File: src/rtl/alu_issue_pkg.sv
// Shared definitions for the ALU issue stage: ALU opcodes, RV32I major opcodes
// and the packed issue-entry record carried from decode to the ALU.
// No ports; imported by the decoder, the issue stage and anything driving the ALU.
package alu_issue_pkg;

  // ALU opcode is {funct7[5], funct3} so R-type instructions map straight through.
  localparam logic [3:0] ALU_ADD  = 4'b0000;
  localparam logic [3:0] ALU_SUB  = 4'b1000;
  localparam logic [3:0] ALU_SLL  = 4'b0001;
  localparam logic [3:0] ALU_SLT  = 4'b0010;
  localparam logic [3:0] ALU_SLTU = 4'b0011;
  localparam logic [3:0] ALU_XOR  = 4'b0100;
  localparam logic [3:0] ALU_SRL  = 4'b0101;
  localparam logic [3:0] ALU_SRA  = 4'b1101;
  localparam logic [3:0] ALU_OR   = 4'b0110;
  localparam logic [3:0] ALU_AND  = 4'b0111;

  localparam logic [6:0] OPC_OP     = 7'b0110011;
  localparam logic [6:0] OPC_OP_IMM = 7'b0010011;
  localparam logic [6:0] OPC_LUI    = 7'b0110111;
  localparam logic [6:0] OPC_AUIPC  = 7'b0010111;

  typedef struct packed {
    logic [31:0] a;
    logic [31:0] b;
    logic [3:0]  op;
    logic [4:0]  rd;
    logic        rd_we;
    logic        illegal;
  } issue_t;

  localparam issue_t ISSUE_RST = '{a: 32'd0, b: 32'd0, op: ALU_ADD, rd: 5'd0,
                                   rd_we: 1'b0, illegal: 1'b0};

  // U-type immediate: upper 20 bits in place, low 12 cleared.
  function automatic logic [31:0] u_imm(input logic [31:0] instr);
    return {instr[31:12], 12'b0};
  endfunction

endpackage

File: src/rtl/alu_issue_if.sv
// Handshake bundle between the fetch/regfile side, the issue stage and the ALU.
// Upstream: i_instr_vld/o_instr_rdy with instr, pc, rs1/rs2 data.
// Downstream: o_vld/i_rdy with operands, ALU opcode and writeback info.
interface alu_issue_if;
  logic        i_instr_vld;
  logic        o_instr_rdy;
  logic [31:0] i_instr;
  logic [31:0] i_pc;
  logic [31:0] i_rs1_data;
  logic [31:0] i_rs2_data;
  logic        o_vld;
  logic        i_rdy;
  logic [31:0] o_alu_a;
  logic [31:0] o_alu_b;
  logic [3:0]  o_alu_op;
  logic [4:0]  o_rd;
  logic        o_rd_we;
  logic        o_illegal;

  // master: drives instructions in and consumes issued entries
  modport master (
    output i_instr_vld, i_instr, i_pc, i_rs1_data, i_rs2_data, i_rdy,
    input  o_instr_rdy, o_vld, o_alu_a, o_alu_b, o_alu_op, o_rd, o_rd_we, o_illegal
  );

  // slave: the issue stage itself
  modport slave (
    input  i_instr_vld, i_instr, i_pc, i_rs1_data, i_rs2_data, i_rdy,
    output o_instr_rdy, o_vld, o_alu_a, o_alu_b, o_alu_op, o_rd, o_rd_we, o_illegal
  );
endinterface

File: src/rtl/alu_issue_dec.sv
// Purpose: combinational RV32I decode of OP/OP-IMM/LUI/AUIPC into an issue entry.
// Latency: 0 cycles (pure combinational). Backpressure: none, no state.
// Ports: instr/pc/rs1_data/rs2_data in; dec (operands, opcode, rd, rd_we, illegal) out.
module alu_issue_dec
  import alu_issue_pkg::*;
(
  input  logic [31:0] instr,
  input  logic [31:0] pc,
  input  logic [31:0] rs1_data,
  input  logic [31:0] rs2_data,
  output issue_t      dec
);

  logic [6:0]  opcode;
  logic [6:0]  funct7;
  logic [2:0]  funct3;
  logic [31:0] imm_i;
  logic [31:0] shamt;

  assign opcode = instr[6:0];
  assign funct7 = instr[31:25];
  assign funct3 = instr[14:12];
  assign imm_i  = {{20{instr[31]}}, instr[31:20]};
  assign shamt  = {27'b0, instr[24:20]};

  always_comb begin
    dec         = ISSUE_RST;
    dec.rd      = instr[11:7];
    dec.illegal = 1'b1;
    // Opcode compare covers instr[1:0] == 2'b11 as well.
    case (opcode)
      OPC_OP: begin
        dec.a  = rs1_data;
        dec.b  = rs2_data;
        dec.op = {instr[30], funct3};
        dec.illegal = !((funct7 == 7'b0000000) ||
                        (funct7 == 7'b0100000 && (funct3 == 3'b000 || funct3 == 3'b101)));
      end
      OPC_OP_IMM: begin
        dec.a       = rs1_data;
        dec.b       = imm_i;
        dec.op      = {1'b0, funct3};   // instr[30] ignored: there is no SUBI
        dec.illegal = 1'b0;
        if (funct3 == 3'b001) begin
          dec.b       = shamt;
          dec.illegal = (funct7 != 7'b0000000);
        end else if (funct3 == 3'b101) begin
          dec.b       = shamt;
          dec.op      = {instr[30], 3'b101};
          dec.illegal = !(funct7 == 7'b0000000 || funct7 == 7'b0100000);
        end
      end
      OPC_LUI: begin
        dec.a       = 32'd0;
        dec.b       = u_imm(instr);
        dec.illegal = 1'b0;
      end
      OPC_AUIPC: begin
        dec.a       = pc;
        dec.b       = u_imm(instr);
        dec.illegal = 1'b0;
      end
      default: ;
    endcase
    // Illegal entries still issue, but with neutral operands and no writeback.
    if (dec.illegal) begin
      dec.a  = 32'd0;
      dec.b  = 32'd0;
      dec.op = ALU_ADD;
    end
    dec.rd_we = !dec.illegal && (dec.rd != 5'd0);
  end

endmodule

File: src/rtl/alu_issue.sv
// Purpose: execute-issue stage; decodes one instruction per accept and presents it to the ALU.
// Latency: 1 cycle accept-to-o_vld; back-to-back issue when i_rdy stays high.
// Backpressure: SKID=1 two-entry skid, o_instr_rdy = ~skid full (registered); SKID=0 rdy = ~o_vld | i_rdy.
// Ports: i_clk, i_rst (async, active-high), bus (alu_issue_if.slave) carrying both handshakes.
module alu_issue
  import alu_issue_pkg::*;
#(
  parameter bit SKID = 1'b1
) (
  input logic       i_clk,
  input logic       i_rst,
  alu_issue_if.slave bus
);

  issue_t dec;
  issue_t main_q;
  issue_t skid_q;
  logic   main_vld;
  logic   skid_vld;
  logic   accept;
  logic   consume;

  alu_issue_dec u_dec (
    .instr    (bus.i_instr),
    .pc       (bus.i_pc),
    .rs1_data (bus.i_rs1_data),
    .rs2_data (bus.i_rs2_data),
    .dec      (dec)
  );

  assign accept  = bus.i_instr_vld & bus.o_instr_rdy;
  assign consume = main_vld & bus.i_rdy;

  // Main entry refills when empty or being consumed: skid first to keep order,
  // otherwise straight from the decoder.
  always_ff @(posedge i_clk or posedge i_rst) begin
    if (i_rst) begin
      main_vld <= 1'b0;
      main_q   <= ISSUE_RST;
    end else if (!main_vld || consume) begin
      if (skid_vld) begin
        main_vld <= 1'b1;
        main_q   <= skid_q;
      end else if (accept) begin
        main_vld <= 1'b1;
        main_q   <= dec;
      end else begin
        main_vld <= 1'b0;
      end
    end
  end

  generate
    if (SKID) begin : g_skid
      // An accept can only happen with the skid empty, so the skid either
      // catches an accept that the stalled main entry cannot take, or drains.
      always_ff @(posedge i_clk or posedge i_rst) begin
        if (i_rst) begin
          skid_vld <= 1'b0;
          skid_q   <= ISSUE_RST;
        end else if (accept && main_vld && !consume) begin
          skid_vld <= 1'b1;
          skid_q   <= dec;
        end else if (consume) begin
          skid_vld <= 1'b0;
        end
      end
      assign bus.o_instr_rdy = ~skid_vld;
    end else begin : g_noskid
      assign skid_vld        = 1'b0;
      assign skid_q          = ISSUE_RST;
      assign bus.o_instr_rdy = ~main_vld | bus.i_rdy;
    end
  endgenerate

  assign bus.o_vld     = main_vld;
  assign bus.o_alu_a   = main_q.a;
  assign bus.o_alu_b   = main_q.b;
  assign bus.o_alu_op  = main_q.op;
  assign bus.o_rd      = main_q.rd;
  assign bus.o_rd_we   = main_q.rd_we;
  assign bus.o_illegal = main_q.illegal;

endmodule

File: src/flat_wrapper.sv
// flat-port wrapper written by rule: the top's interface ports become plain ports
module alu_issue_flat import alu_issue_pkg::*;
#(
  parameter bit SKID = 1'b1
)
  (i_clk, i_rst, bus_i_instr_vld, bus_i_instr, bus_i_pc, bus_i_rs1_data, bus_i_rs2_data, bus_i_rdy, bus_o_instr_rdy, bus_o_vld, bus_o_alu_a, bus_o_alu_b, bus_o_alu_op, bus_o_rd, bus_o_rd_we, bus_o_illegal);
  alu_issue_if bus_i ();
  input logic i_clk;
  input logic i_rst;
  input wire logic [$bits(bus_i.i_instr_vld)-1:0] bus_i_instr_vld;
  input wire logic [$bits(bus_i.i_instr)-1:0] bus_i_instr;
  input wire logic [$bits(bus_i.i_pc)-1:0] bus_i_pc;
  input wire logic [$bits(bus_i.i_rs1_data)-1:0] bus_i_rs1_data;
  input wire logic [$bits(bus_i.i_rs2_data)-1:0] bus_i_rs2_data;
  input wire logic [$bits(bus_i.i_rdy)-1:0] bus_i_rdy;
  output wire logic [$bits(bus_i.o_instr_rdy)-1:0] bus_o_instr_rdy;
  output wire logic [$bits(bus_i.o_vld)-1:0] bus_o_vld;
  output wire logic [$bits(bus_i.o_alu_a)-1:0] bus_o_alu_a;
  output wire logic [$bits(bus_i.o_alu_b)-1:0] bus_o_alu_b;
  output wire logic [$bits(bus_i.o_alu_op)-1:0] bus_o_alu_op;
  output wire logic [$bits(bus_i.o_rd)-1:0] bus_o_rd;
  output wire logic [$bits(bus_i.o_rd_we)-1:0] bus_o_rd_we;
  output wire logic [$bits(bus_i.o_illegal)-1:0] bus_o_illegal;
  assign bus_i.i_instr_vld = bus_i_instr_vld;
  assign bus_i.i_instr = bus_i_instr;
  assign bus_i.i_pc = bus_i_pc;
  assign bus_i.i_rs1_data = bus_i_rs1_data;
  assign bus_i.i_rs2_data = bus_i_rs2_data;
  assign bus_i.i_rdy = bus_i_rdy;
  assign bus_o_instr_rdy = bus_i.o_instr_rdy;
  assign bus_o_vld = bus_i.o_vld;
  assign bus_o_alu_a = bus_i.o_alu_a;
  assign bus_o_alu_b = bus_i.o_alu_b;
  assign bus_o_alu_op = bus_i.o_alu_op;
  assign bus_o_rd = bus_i.o_rd;
  assign bus_o_rd_we = bus_i.o_rd_we;
  assign bus_o_illegal = bus_i.o_illegal;
  alu_issue #(.SKID(SKID)) u_core (.i_clk(i_clk), .i_rst(i_rst), .bus(bus_i));
endmodule
File: config.mk
export PLATFORM = sky130hd
export DESIGN_NAME = alu_issue_flat
export DESIGN_NICKNAME = d
export VERILOG_FILES = /design/src/rtl/alu_issue_pkg.sv /design/src/rtl/alu_issue_if.sv /design/src/rtl/alu_issue_dec.sv /design/src/rtl/alu_issue.sv /design/src/flat_wrapper.sv
export SDC_FILE = /design/constraint.sdc
export NUM_CORES = 1
export LEC_CHECK = 0
export BUFFER_PORTS_ARGS = -buffer_cell sky130_fd_sc_hd__buf_2
export CAP_MARGIN = 20
export CORE_MARGIN = 4
export CORE_UTILIZATION = 43
export DETAILED_ROUTE_END_ITERATION = 16
export PLACE_DENSITY = 0.65
export SLEW_MARGIN = 20
export SYNTH_ARGS = -nofsm -noshare
export SYNTH_HDL_FRONTEND = slang
export SYNTH_SLANG_ARGS = --single-unit
File: constraint.sdc
create_clock -name i_clk -period 6.2 [get_ports i_clk]
set_clock_uncertainty 0.1 [all_clocks]
set_input_delay 1.24 -clock i_clk [delete_from_list [all_inputs] [get_ports i_clk]]
set_output_delay 1.24 -clock i_clk [all_outputs]
set_load 0.02 [all_outputs]
==> results.json <==
{
  "outcome": "finished clean",
  "tritoncts": "built",
  "leakage_nw": 4.705,
  "cts_buffers": 17,
  "drc": 0,
  "synth_compound_area_share_pct": 26.81,
  "min_path_cells": 2,
  "yosysSeqAreaShare_pct": 46.73,
  "layout_setup_ws_ns": 2.714,
  "synth_top_cell_area_share_pct": 46.73,
  "ir_worst_vdd_mv": 0.1852,
  "period_share_pct": 56.22,
  "ctsResizeCount": 0,
  "finalInstanceArea_sq_um": 9864,
  "synth_top_family_by_area": "compound AO/OA/AOI/OAI gates",
  "cp-start-kind": "register",
  "grt_pass1_vias": 6776,
  "fmax_mhz": 286.9,
  "dp_hpwl_mm": 15.45,
  "post-place-ws_ns": 2.362,
  "synth_simple_gate_area_share_pct": 18.00,
  "finalMaxSlewViolations": 0,
  "die-area_sq_um": 21200,
  "synthTopCellsByArea": "dfrtp_1 (47%), o31ai_2 (11%), a21oi_1 (6.3%)",
  "initialDrtViolationCount": 377,
  "yosysWarnings": 0,
  "grtUsageTotal_pct": 21.64,
  "syn_to_final_growth_pct": 21.18,
  "start_util_pct": 43.66,
  "vias": 6860,
  "clockBufferDepth": 2,
  "io_buffers": 208,
  "core_area_sq_um": 18640,
  "drt-pass1-iter-count": 4,
  "nNetsFinal": 1147,
  "worst_slew_pin_slew_ns": 1.074,
  "yosys_most_used_dff": "dfrtp_1",
  "crit_path_end_kind": "register",
  "netlist_instances": 850,
  "rsz0062_at_grt": "false",
  "place_area_sq_um": 9286,
  "path_max_fanout": 80,
  "synth_mux_area_share_pct": 3.566,
  "crit_arrival_ns": 3.71,
  "r2r_setup_slack_ns": 2.71,
  "clk_latency_ns": 0.41,
  "core.rowCount": 50,
  "ioPinCount": 209,
  "hold_viol": 0,
  "synth_seq_cells": 152,
  "wl_mm": 23.36,
  "grt_first_pass_wirelength_mm": 37.19,
  "synth_area_sq_um": 8140,
  "overflow": 0,
  "cts_max_level": 4,
  "yosysMostFrequentCell": "dfrtp_1",
  "numClockSinks": 152,
  "fillers": 1744,
  "avgSynthCellArea_sq_um": 9.577,
  "hold_start": "u_core.skid_q[0]",
  "tns_ns": 0,
  "avgRoutedWirePerCell_um": 18.53,
  "crit_type": "register to register",
  "synth_fp_nets": 982,
  "p_total_mw": 2.511,
  "vias_per_cell": 5.440,
  "cts_root_buf": "clkbuf_16",
  "r2r_cells": 7,
  "antenna_left": 0,
  "synth_common_cells": "dfrtp_1 (152), nand2_1 (131), a21oi_1 (103), o31ai_2 (71), clkbuf_1 (59)",
  "timing.rr.start": "u_core.skid_vld",
  "hold_path.class": "register to register",
  "antenna_found_initial": 2,
  "synth_edf_count": 0,
  "place.gp.congestion": 0.8058,
  "relSlewSlack_pct": 28.05,
  "dieHeight_um": 145.6,
  "synth-xor-area-share_pct": 0.1076,
  "maxCapViolCount": 0,
  "holdPathEnd": "u_core.skid_q[0]",
  "finish.utilization_pct": 52.91,
  "grt_max_degree": 81,
  "post-cts-setup-buffers": 0,
  "clkTransAtPathRegs_ns": 0.06,
  "hold_buffers": 0,
  "die_w_um": 145.6,
  "synth_cell_types": 39,
  "r2r_end": "u_core.skid_q[64]",
  "period_needed_ns": 3.486,
  "layout-drive-gt1-share_pct": 33.33,
  "pwr_density_cell_nw_per_um2": 254.6,
  "ys_async_sr_fraction_pct": 100.0,
  "synth_adder_area_share_pct": 0,
  "critical_path_required_ns": 6.43,
  "setup_viol": 0,
  "yosysTopAreaCell": "dfrtp_1"
}
-- worst max-delay path by stage --
stage	from	end	slack, ns
global placement	bus_i_instr[12]	u_core.skid_q[58]	2.41
CTS	u_core.skid_vld	u_core.skid_q[68]	2.72
finish	u_core.skid_vld	u_core.skid_q[64]	2.71
detailed placement	bus_i_instr[12]	u_core.skid_q[26]	2.36
floorplan	i_rst	u_core.bus.o_alu_a[0]	0.77
global route	u_core.skid_vld	u_core.skid_q[64]	2.47
-- cells by family after synthesis --
| group | after synthesis |
|---|---|
| buffers and inverters | 87 |
| and+or+nand+nor | 296 |
| DFF | 152 |
| xor gates and xnor gates | 1 |
| AOI/OAI and AO/OA | 285 |
| muxes | 29 |
-- power by group --
| group | switching (mW) | total (mW) | internal [mW] |
|---|---|---|---|
| Sequential | 0.0305 | 1.08 | 1.05 |
| Combinational | 0.290 | 0.428 | 0.138 |
| Clock | 0.396 | 1.01 | 0.610 |
-- worst max-delay path, stage by stage, from the launching register on --
cell and delay (ns):
dfrtp_2 0.34, buf_4 0.64, inv_1 0.27, nand3_4 0.55, buf_4 0.73, buf_4 0.47, nand2_1 0.13, o31ai_2 0.07
-- registers in the layout (all words and copies together), names as in the netlist --
signal / flops
u_core.bus.o_illegal: 1
u_core.bus.o_alu_a: 32
u_core.bus.o_alu_op: 4
u_core.bus.o_alu_b: 32
u_core.bus.o_vld: 1
u_core.bus.o_rd_we: 1
u_core.skid_vld: 1
u_core.skid_q: 75
u_core.bus.o_rd: 5
-- stage by stage --
| stage | instances | hold WS, ns |
|---|---|---|
| final | 1261 | 0.3696 |
| after global routing | 1260 | 0.3886 |
| after CTS | 1260 | 0.3731 |
| after detailed placement | 1230 | 0.3596 |
| after global placement | 1230 | 0.3487 |
| after floorplan | 850 | 0.3350 |
-- layout by cell type (no fill, tap or decap), types with 2 or more instances in the layout --
master,netlist,final
buf_2,12,208
o31ai_2,71,71
o21ai_1,11,10
clkinvlp_4,0,3
o31ai_1,30,30
clkbuf_16,0,17
inv_1,9,8
or3_1,3,3
o41ai_1,8,8
dfrtp_1,152,151
nor2b_2,0,2
nand2b_1,34,34
and3_1,43,43
nor2_1,34,33
clkinv_2,0,3
and2_1,2,2
clkbuf_8,0,6
nand2_1,131,131
a21oi_1,103,103
o21ai_0,27,27
nand3_1,3,2
mux2i_1,29,29
nor2b_1,36,34
buf_4,1,16
o22ai_1,28,28
-- layout make-up --
| type | count | area [sq um] | share of cell area, % |
|---|---|---|---|
| Sequential cell | 152 | 3805 | 38.57 |
| Antenna cell | 1 | 2.502 | 0.02537 |
| Inverter | 9 | 38.79 | 0.3932 |
| Timing Repair Buffer | 224 | 1161 | 11.77 |
| Clock inverter | 7 | 67.56 | 0.6849 |
| Multi-Input combinational cell | 611 | 3989 | 40.44 |
| Tap cell | 234 | 292.8 | 2.968 |
| Clock buffer | 23 | 508.0 | 5.150 |
-- metal layers --
metal | GRT usage (%) | routed length [um] | vias to the layer above
met1 | 29.90 | 10730 | 3252
met2 | 34.54 | 10950 | 229
li1 | - | - | 3354
met5 | 0 | 20 | -
met3 | 5.668 | 1469 | 21
met4 | 4.796 | 198 | 4
No activity file was read; power rests on OpenSTA's default activity.
